==> src/rtl/read_master_if.sv <==
// Signal bundle for read_master: Avalon-MM DDR read port, 16-bit CSR slave and sample stream.
// The master modport is the read_master side; the slave modport is the DDR/host/sink side.
interface read_master_if #(
  parameter int unsigned ADDR_W = 32
);
  logic [ADDR_W-1:0] ddr_addr;
  logic              ddr_read;
  logic              ddr_waitrequest;
  logic [15:0]       ddr_readdata;
  logic              ddr_readdatavalid;
  logic [2:0]        addr;
  logic              read;
  logic              write;
  logic [15:0]       writedata;
  logic [15:0]       readdata;
  logic [15:0]       d_out;
  logic              d_out_valid;
  logic              d_out_ready;

  modport master (
    output ddr_addr, ddr_read,
    input  ddr_waitrequest, ddr_readdata, ddr_readdatavalid,
    input  addr, read, write, writedata,
    output readdata,
    output d_out, d_out_valid,
    input  d_out_ready
  );

  modport slave (
    input  ddr_addr, ddr_read,
    output ddr_waitrequest, ddr_readdata, ddr_readdatavalid,
    output addr, read, write, writedata,
    input  readdata,
    input  d_out, d_out_valid,
    output d_out_ready
  );
endinterface

==> src/rtl/read_master.sv <==
// Credit-limited pipelined Avalon-MM read master: fetches a block of 16-bit samples from DDR,
// buffers responses in a FIFO and streams them out over valid/ready.
module read_master #(
  parameter int unsigned FIFO_DEPTH = 16,
  parameter int unsigned ADDR_W     = 32
) (
  input  logic          clk,
  input  logic          rst,
  read_master_if.master bus_io
);
  localparam int unsigned PtrW = $clog2(FIFO_DEPTH);
  localparam int unsigned CntW = PtrW + 1;
  localparam int unsigned SumW = CntW + 1;

  typedef enum logic [1:0] {StIdle, StRun, StDrain, StDone} state_e;

  state_e            state_q, state_d;
  logic [31:0]       base_q, base_d;
  logic [15:0]       length_q, length_d;
  logic [15:0]       step_q, step_d;
  logic [ADDR_W-1:0] ddr_addr_q, ddr_addr_d;
  logic              ddr_read_q, ddr_read_d;
  logic [15:0]       issued_q, issued_d;
  logic [CntW-1:0]   outst_q, outst_d;
  logic [CntW-1:0]   discard_q, discard_d;
  logic [CntW-1:0]   count_q, count_d;
  logic [PtrW-1:0]   wr_ptr_q, wr_ptr_d;
  logic [PtrW-1:0]   rd_ptr_q, rd_ptr_d;
  logic [15:0]       readdata_q, readdata_d;
  logic [15:0]       mem_q [FIFO_DEPTH];

  logic            cfg_ok, cmd_wr, soft_rst, start;
  logic            accept, rdv, push, pop, busy, done;
  logic [CntW-1:0] pend;
  logic [SumW-1:0] credit_sum;

  assign busy     = (state_q == StRun) || (state_q == StDrain);
  assign done     = (state_q == StDone);
  assign cfg_ok   = (state_q == StIdle) || (state_q == StDone);
  assign cmd_wr   = bus_io.write && (bus_io.addr == 3'd4);
  assign soft_rst = cmd_wr && bus_io.writedata[1];
  // A start is held off while responses from an abandoned block are still in flight.
  assign start    = cmd_wr && bus_io.writedata[0] && !bus_io.writedata[1] && cfg_ok &&
                    (discard_q == '0);
  assign accept   = ddr_read_q && !bus_io.ddr_waitrequest;
  assign rdv      = bus_io.ddr_readdatavalid;
  assign push     = rdv && (discard_q == '0) && !soft_rst;
  assign pop      = (count_q != '0) && bus_io.d_out_ready;
  assign pend     = discard_q + outst_q + CntW'(accept);

  always_comb begin
    state_d    = state_q;
    base_d     = base_q;
    length_d   = length_q;
    step_d     = step_q;
    ddr_addr_d = ddr_addr_q;
    ddr_read_d = 1'b0;
    issued_d   = issued_q + 16'(accept);
    outst_d    = outst_q + CntW'(accept) - CntW'(push);
    discard_d  = discard_q;
    count_d    = count_q + CntW'(push) - CntW'(pop);
    wr_ptr_d   = wr_ptr_q + PtrW'(push);
    rd_ptr_d   = rd_ptr_q + PtrW'(pop);
    readdata_d = '0;
    credit_sum = '0;

    if (accept) begin
      ddr_addr_d = ddr_addr_q + ADDR_W'(step_q);
    end
    if (rdv && (discard_q != '0)) begin
      discard_d = discard_q - CntW'(1);
    end

    if (bus_io.read) begin
      case (bus_io.addr)
        3'd0:    readdata_d = base_q[15:0];
        3'd1:    readdata_d = base_q[31:16];
        3'd2:    readdata_d = length_q;
        3'd3:    readdata_d = step_q;
        3'd4:    readdata_d = 16'h0000;
        3'd5:    readdata_d = {14'b0, busy, done};
        default: readdata_d = 16'hDEAD;
      endcase
    end

    if (bus_io.write && cfg_ok) begin
      case (bus_io.addr)
        3'd0:    base_d[15:0]  = bus_io.writedata;
        3'd1:    base_d[31:16] = bus_io.writedata;
        3'd2:    length_d      = bus_io.writedata;
        3'd3:    step_d        = bus_io.writedata;
        default: ;
      endcase
    end

    unique case (state_q)
      StIdle, StDone: begin
        if (start) begin
          state_d    = StRun;
          ddr_addr_d = ADDR_W'(base_q);
          issued_d   = '0;
          outst_d    = '0;
        end
      end
      StRun: begin
        if (issued_d == length_q) state_d = StDrain;
      end
      StDrain: begin
        if ((outst_q == '0) && (count_q == '0)) state_d = StDone;
      end
      default: state_d = StIdle;
    endcase

    // Outstanding reads plus buffered samples never exceed the FIFO, so a push never overflows.
    credit_sum = SumW'(outst_d) + SumW'(count_d);
    if (ddr_read_q && !accept) begin
      ddr_read_d = 1'b1;
    end else begin
      ddr_read_d = (state_d == StRun) && (issued_d < length_q) &&
                   (credit_sum < SumW'(FIFO_DEPTH));
    end

    if (soft_rst) begin
      state_d    = StIdle;
      base_d     = '0;
      length_d   = '0;
      step_d     = 16'd1;
      ddr_addr_d = '0;
      ddr_read_d = 1'b0;
      issued_d   = '0;
      outst_d    = '0;
      count_d    = '0;
      wr_ptr_d   = '0;
      rd_ptr_d   = '0;
      // Every read the slave has accepted (including one accepted this cycle) still answers.
      discard_d  = (rdv && (pend != '0)) ? pend - CntW'(1) : pend;
    end
  end

  always_ff @(posedge clk or posedge rst) begin
    if (rst) begin
      state_q    <= StIdle;
      base_q     <= '0;
      length_q   <= '0;
      step_q     <= 16'd1;
      ddr_addr_q <= '0;
      ddr_read_q <= 1'b0;
      issued_q   <= '0;
      outst_q    <= '0;
      discard_q  <= '0;
      count_q    <= '0;
      wr_ptr_q   <= '0;
      rd_ptr_q   <= '0;
      readdata_q <= '0;
    end else begin
      state_q    <= state_d;
      base_q     <= base_d;
      length_q   <= length_d;
      step_q     <= step_d;
      ddr_addr_q <= ddr_addr_d;
      ddr_read_q <= ddr_read_d;
      issued_q   <= issued_d;
      outst_q    <= outst_d;
      discard_q  <= discard_d;
      count_q    <= count_d;
      wr_ptr_q   <= wr_ptr_d;
      rd_ptr_q   <= rd_ptr_d;
      readdata_q <= readdata_d;
    end
  end

  always_ff @(posedge clk) begin
    if (push) mem_q[wr_ptr_q] <= bus_io.ddr_readdata;
  end

  assign bus_io.ddr_addr    = ddr_addr_q;
  assign bus_io.ddr_read    = ddr_read_q;
  assign bus_io.readdata    = readdata_q;
  assign bus_io.d_out_valid = (count_q != '0);
  assign bus_io.d_out       = (count_q != '0) ? mem_q[rd_ptr_q] : 16'h0000;
endmodule

==> src/flat_wrapper.sv <==
// flat-port wrapper written by rule: the top's interface ports become plain ports
module read_master_flat 
#(
  parameter int unsigned FIFO_DEPTH = 16,
  parameter int unsigned ADDR_W     = 32
)
  (clk, rst, bus_io_ddr_addr, bus_io_ddr_read, bus_io_ddr_waitrequest, bus_io_ddr_readdata, bus_io_ddr_readdatavalid, bus_io_addr, bus_io_read, bus_io_write, bus_io_writedata, bus_io_readdata, bus_io_d_out, bus_io_d_out_valid, bus_io_d_out_ready);
  read_master_if #(.ADDR_W(ADDR_W)) bus_io_i ();
  input  logic clk;
  input  logic rst;
  output wire logic [$bits(bus_io_i.ddr_addr)-1:0] bus_io_ddr_addr;
  output wire logic [$bits(bus_io_i.ddr_read)-1:0] bus_io_ddr_read;
  input wire logic [$bits(bus_io_i.ddr_waitrequest)-1:0] bus_io_ddr_waitrequest;
  input wire logic [$bits(bus_io_i.ddr_readdata)-1:0] bus_io_ddr_readdata;
  input wire logic [$bits(bus_io_i.ddr_readdatavalid)-1:0] bus_io_ddr_readdatavalid;
  input wire logic [$bits(bus_io_i.addr)-1:0] bus_io_addr;
  input wire logic [$bits(bus_io_i.read)-1:0] bus_io_read;
  input wire logic [$bits(bus_io_i.write)-1:0] bus_io_write;
  input wire logic [$bits(bus_io_i.writedata)-1:0] bus_io_writedata;
  output wire logic [$bits(bus_io_i.readdata)-1:0] bus_io_readdata;
  output wire logic [$bits(bus_io_i.d_out)-1:0] bus_io_d_out;
  output wire logic [$bits(bus_io_i.d_out_valid)-1:0] bus_io_d_out_valid;
  input wire logic [$bits(bus_io_i.d_out_ready)-1:0] bus_io_d_out_ready;
  assign bus_io_ddr_addr = bus_io_i.ddr_addr;
  assign bus_io_ddr_read = bus_io_i.ddr_read;
  assign bus_io_i.ddr_waitrequest = bus_io_ddr_waitrequest;
  assign bus_io_i.ddr_readdata = bus_io_ddr_readdata;
  assign bus_io_i.ddr_readdatavalid = bus_io_ddr_readdatavalid;
  assign bus_io_i.addr = bus_io_addr;
  assign bus_io_i.read = bus_io_read;
  assign bus_io_i.write = bus_io_write;
  assign bus_io_i.writedata = bus_io_writedata;
  assign bus_io_readdata = bus_io_i.readdata;
  assign bus_io_d_out = bus_io_i.d_out;
  assign bus_io_d_out_valid = bus_io_i.d_out_valid;
  assign bus_io_i.d_out_ready = bus_io_d_out_ready;
  read_master #(.FIFO_DEPTH(FIFO_DEPTH), .ADDR_W(ADDR_W)) u_core (.clk(clk), .rst(rst), .bus_io(bus_io_i));
endmodule
==> config.mk <==
export PLATFORM = sky130hd
export DESIGN_NAME = read_master_flat
export DESIGN_NICKNAME = d
export VERILOG_FILES = /design/src/rtl/read_master_if.sv /design/src/rtl/read_master.sv /design/src/flat_wrapper.sv
export SDC_FILE = /design/constraint.sdc
export NUM_CORES = 1
export LEC_CHECK = 0
export ABC_AREA = 1
export ABC_CLOCK_PERIOD_IN_PS = 8000
export BUFFER_PORTS_ARGS = -buffer_cell sky130_fd_sc_hd__buf_2
export CAP_MARGIN = 20
export CORE_ASPECT_RATIO = 1.1
export CORE_MARGIN = 5
export CORE_UTILIZATION = 30
export DETAILED_ROUTE_END_ITERATION = 8
export GPL_TIMING_DRIVEN = 0
export PLACE_DENSITY_LB_ADDON = 0.15
export SYNTH_ARGS = -nofsm -noshare
export SYNTH_HDL_FRONTEND = slang
export SYNTH_SLANG_ARGS = --single-unit
==> constraint.sdc <==
create_clock -name clk -period 8 [get_ports clk]
set_input_delay 1.2 -clock clk [delete_from_list [all_inputs] [get_ports clk]]
set_output_delay 1.2 -clock clk [all_outputs]
set_load 0.005 [all_outputs]
# After elaboration in Yosys (flattened, before gate mapping)
# Memories as Yosys holds them, arrays and structs flattened.
# Cells that the tools add are included.
# op_classes
eq_ne	10
n_reduce_logical	42
magnitude_cmp	2
addsub	13
mux	38
# op_table
cell	count
$mux W16	13
$mux W32	6
$pmux W16 S6	1
$mux W5	7
$add A32 B16 Y32	1
$logic_and A1 B1 Y1	17
$add A16 B1 Y16	1
$eq A16 B16 Y1	1
$lt A16 B16 Y1	1
$add A5 B1 Y5	3
$logic_not A5 Y1	3
$reduce_bool A5 Y1	3
$reduce_bool A2 Y1	6
$sub A5 B1 Y5	2
$sub A5 B1 Y5 const B	2
$add A4 B1 Y4	2
$mux W2	4
$mux W4	2
$reduce_and A2 Y1	4
$add A5 B5 Y6	1
$eq A3 B2 Y1 const B	2
$eq A3 B3 Y1 const B	2
$lt A6 B5 Y1 const B	1
$pmux W2 S3	1
10 further kinds	19
# word_totals
ff_bits	154
n_memories	1
mem_bits_rw	256
# mem_list
memory	words	word_bits	read_ports	rd_ports_with_merged_regs	write_ports	line	source
u_core.mem_q	16	16	1	0	1	read_master.sv:30	logic [15:0] mem_q [FIFO_DEPTH];

# Longest topological paths before layout
# logic_depth
depth_word	13
mapped_depth	26
mapped_depth_nobuf	26

# Worst setup path before layout
# No wires, ideal clock.
# synth_path
path_kind	input port to flip-flop
start	input bus_io_addr[1]
end	register u_core.ddr_read_q (netlist: u_core.bus_io.ddr_read)
path_stages	24
setup_ns	0.071
n_path_buf	0
t_arrival_ns	4.581
path_slack_ns	3.348
cell_sequence	nor2_1 > inv_1 > nor2_1 > inv_1 > nor2_2 > nor4_1 > ha_1 > inv_1 > ha_1 > inv_1 > fa_1 > nor2_1 > o21ai_0 > and2_0 > nor2_1 > nor3_1 > ha_1 > o211a_1 > o2111ai_1 > nor3_1 > nand4_1 > nor2_1 > nor2_1 > nor2_1
# synth_via
elab_chain_cells	13
elab_cells_between_ends	26
cone_classes	add/sub (4); order compare (2); eq/ne (2); mux (8); reduce/logical (10)
# synth_rtl
element	line	source
from (decl)	flat_wrapper.sv:16	input wire logic [$bits(bus_io_i.addr)-1:0] bus_io_addr;
$eq A3 B3 Y1 *	read_master.sv:40	assign cmd_wr = bus_io.write && (bus_io.addr == 3'd4);
$logic_and A1 B1 Y1 *	read_master.sv:40	
parallel branches: the longest is 10 deep, another holds $add A5 B5 Y6	--	
$mux W1 *	read_master.sv:123	if (soft_rst) begin
named net u_core.ddr_read_d	read_master.sv:22	logic ddr_read_q, ddr_read_d;
to (signal assigned)	read_master.sv:161	ddr_read_q <= ddr_read_d;
to (decl)	read_master.sv:22	
# Mark *: on every way through the listed nets, which the timed path passes.
# A chain may end at the register's enable or synchronous reset.

# Worst setup path after layout
# layout_path
start	input bus_io_ddr_waitrequest
end	register u_core.ddr_read_q (netlist: u_core.bus_io.ddr_read)
# layout_via
elab_chain_cells	11
elab_cells_between_ends	22
cone_classes	add/sub (4); order compare (2); eq/ne (2); mux (8); reduce/logical (6)
# layout_rtl
element	line	source
from (decl)	flat_wrapper.sv:13	input wire logic [$bits(bus_io_i.ddr_waitrequest)-1:0] bus_io_ddr_waitrequest;
$logic_not A1 Y1 *	read_master.sv:45	assign accept = ddr_read_q && !bus_io.ddr_waitrequest;
$logic_and A1 B1 Y1 *	read_master.sv:45	
$add A5 B1 Y5 or $add A16 B1 Y16 (tied branches)	read_master.sv:59, read_master.sv:58	
$sub A5 B1 Y5 or $eq A16 B16 Y1 (tied branches)	read_master.sv:59, read_master.sv:106	
$mux W5 or $mux W2 (tied branches)	read_master.sv:98, read_master.sv:106	
$mux W5 or $pmux W2 S3 (tied branches)	read_master.sv:96	unique case (state_q)
$add A5 B5 Y6 or $eq A2 B1 Y1 (tied branches)	read_master.sv:115, read_master.sv:119	
$lt A6 B5 Y1 or $logic_and A1 B1 Y1 (tied branches)	read_master.sv:120, read_master.sv:119	
$logic_and A1 B1 Y1	read_master.sv:119	ddr_read_d = (state_d == StRun) && (issued_d < length_q) &&
$mux W1 *	read_master.sv:116	if (ddr_read_q && !accept) begin
$mux W1 *	read_master.sv:123	
named net u_core.ddr_read_d	read_master.sv:22	
# The timed path passes the listed nets; every way through them passes the cells marked *.

==> out/qor.txt <==
run status: finished, final reports clean
final WL: 68900 um
FF/Latch Area: 11500 um2
syn_area_per_cell: 9.89 um2
IR drop worst, VDD: 0.267 mV
post-synth top area share: 39.3%
vias in the first global route: 15500
worst-margin pin slew: 0.956 ns
Ant. Diodes: 0
nets@finish: 2265
post-synthesis compound-gate area fraction: 14.9%
DR pass1 iterations: 5
crit path kind: in2reg
simple-gate area share of the yosys netlist: 15.5%
WP data arrival: 6.04 ns
Setup crit start kind: input port
Worst-path clk slew: 0.06 ns
adder-cell share of the synthesized area: 4.60%
Post-Synthesis Cells: 1980
count leader, synth: nand2_1
wire per inst: 22.6 um
Vias: 15600
area overhead of the layout relative to synthesis: 18.3%
post-CTS resize count: 0
unique cell type count in the Yosys netlist: 52
H-tree Lvls: 2
main combinational cell family by area after synthesis: simple AND/OR/NAND/NOR gates
Rows: 98
required time of the worst setup path: 8.50 ns
Inserted Clock Buffers: 47
Main synth FF type: edfxtp_1
setup TNS: 0 ns
CTS Sinks: 410
crit share post-route: 69.3%
Detailed Route Iter0 Violations: 1218
IO Port Bufs: 107
die area: 70500 um2
FF+latch count, synth: 410
root buffer cell: clkbuf_16
post-route minimum period: 5.54 ns
synthesized cell area: 19600 um2
core area: 64900 um2
fraction of registers with async set or reset after synthesis: 37.6%
gr usage total: 19.1%
postcts setup bufs: 0
worst-skew pair later-pin latency: 0.60 ns
initial antenna violation count: 0
synthesized-area fraction occupied by xor and xnor cells: 0.876%
leak pwr: 9.24 nW
RSZ-0062 raised after global routing: false
crit-path max FO: 11
Bufs on Longest Clock Path: 3
detailed placer's ending HPWL: 49600 um
global-route wire length before repair: 102000 um
max-cap violations: 0
register area share after synthesis: 59.0%
max_slew headroom: 36.3%
max frequency: 180 MHz
Die Ht: 278 um
power per cell area: 355 nW/um2
overall power: 0.00821 W
Worst Hold Class: reg2reg
Synth Warn #: 0
ranking of synthesized cells by area: edfxtp_1, dfrtp_1, o21ai_0
final slew viol count: 0
area leader, netlist: edfxtp_1
GRT overflow: 0
post-synthesis mux area share: 0%
Final Skew: 0.0428 ns
gpl congestion: 0.882
drt drc: 0
fraction of layout cells with a size suffix above 1: 12.0%
Fillers: 6514
Setup violations, final: 0
Mapped Nets: 2091
commonest cells in the netlist: nand2_1, edfxtp_1, o21ai_0
Die X: 254 um
CTS tree: built
Post-synth EDFFs: 256
Hold Vio Cnt, Final: 0
Post-CTS Hold Fix Bufs: 0
area occupied by multi-input gates: 7070 um2
crit end category: flip-flop
vias per cell: 5.14
largest net degree at the start of global routing: 79
Post-DRT Antenna Nets: 0
R2R Setup Slk: 2.64 ns
I/O pins: 108
initial cell density of the core: 30.2%
-- area by class of cell --
class | count | area share (%)
clock buffers | 64 | 5.58
inverters | 171 | 2.80
plain buffers | 95 | 1.59
well taps | 850 | 4.59
multi-input cells | 1304 | 30.5
repair buffers | 125 | 3.99
clock inverters | 23 | 1.07
flip-flops and latches | 410 | 49.9
-- final timing paths --
path / from / to / cells after the start
setup / recovery: bus_io_ddr_waitrequest / u_core.bus_io.ddr_read / 21
hold / removal: u_core.length_q[13] / u_core.length_q[13] / 2
setup reg to reg: u_core.count_q[2] / u_core.bus_io.ddr_read / 24
hold reg to reg: u_core.length_q[13] / u_core.length_q[13] / 2
max in group asynchronous: rst / u_core.step_q[0] / 3
min in group asynchronous: rst / u_core.bus_io.ddr_addr[27] / 2
-- critical path, stage by stage --
cell	delay [ns]
buf_2	0.11
nor2_1	0.30
clkbuf_1	0.55
clkbuf_1	0.78
ha_1	0.37
ha_1	0.23
nand2_2	0.15
nor2_4	0.21
nand3_1	0.11
nand2_1	0.12
nor2_1	0.05
ha_1	0.30
nand2_1	0.08
nor2_1	0.05
a211oi_1	0.32
o21ai_0	0.15
nor3_1	0.21
nand4_1	0.12
nor2_1	0.45
nor2_1	0.08
nor2_1	0.11
-- placed cells by master (no fill, tap or decap), types with 13 or more instances in the layout --
cell | synthesis | final
dfrtp_1 | 153 | 153
nor3_1 | 38 | 38
o22ai_1 | 23 | 23
clkbuf_16 | 0 | 48
o21ai_0 | 249 | 249
o211ai_1 | 27 | 27
buf_2 | 7 | 114
inv_1 | 167 | 166
nand4_1 | 13 | 13
nor2_1 | 238 | 222
nor2_2 | 4 | 20
o221ai_1 | 45 | 45
edfxtp_1 | 256 | 256
nand2_1 | 310 | 310
a21oi_1 | 82 | 82
clkbuf_1 | 84 | 97
ha_1 | 64 | 64
or2_2 | 14 | 14
nand3_1 | 87 | 87
-- layer usage --
layer,vias up,part of all wire (%),global-route usage (%)
met2,498,50,33.2
met5,-,0,0
met1,7710,42,25.0
li1,7318,-,-
met4,0,2.8,5.21
met3,110,5.4,2.57
-- power by group --
group | switching, W | internal, W
clock | 0.000933 | 0.00124
sequential | 0.000321 | 0.00252
combinational | 0.00212 | 0.00107
total | 0.00337 | 0.00484
-- per-stage QoR --
step           hold WS (ns)  area (um2)  worst slack (ns)  std cells  utilization [%]
3_3_place_gp          0.471       21200             0.230       2937             32.6
6_report              0.492       23200              2.46       3042             35.7
4_1_cts               0.495       23200              2.32       3042             35.7
5_1_grt               0.532       23200              2.09       3042             35.7
2_1_floorplan         0.453       19600              2.65       1980                -
3_5_place_dp          0.480       21600              1.74       2955             33.3
-- kinds of logic (layout without fill, tap and decap cells) --
| logic type | after synthesis | count (layout) |
|---|---|---|
| fa+ha+maj | 69 | 69 |
| xor+xnor | 18 | 18 |
| buf+inv | 266 | 478 |
| simple gates | 725 | 725 |
| compound gates | 492 | 492 |
| flops | 410 | 410 |
-- state kept, by name, indices dropped and copies added (netlist names) --
name	count
u_core.rd_ptr_q	4
u_core.count_q	5
u_core.base_q	32
u_core.bus_io.ddr_read	1
u_core.outst_q	5
u_core.state_q	2
u_core.bus_io.readdata	16
u_core.step_q	16
u_core.discard_q	5
u_core.issued_q	16
u_core.mem_q	256
u_core.wr_ptr_q	4
u_core.bus_io.ddr_addr	32
u_core.length_q	16
Note: power is estimated with default switching activity, not from simulation.
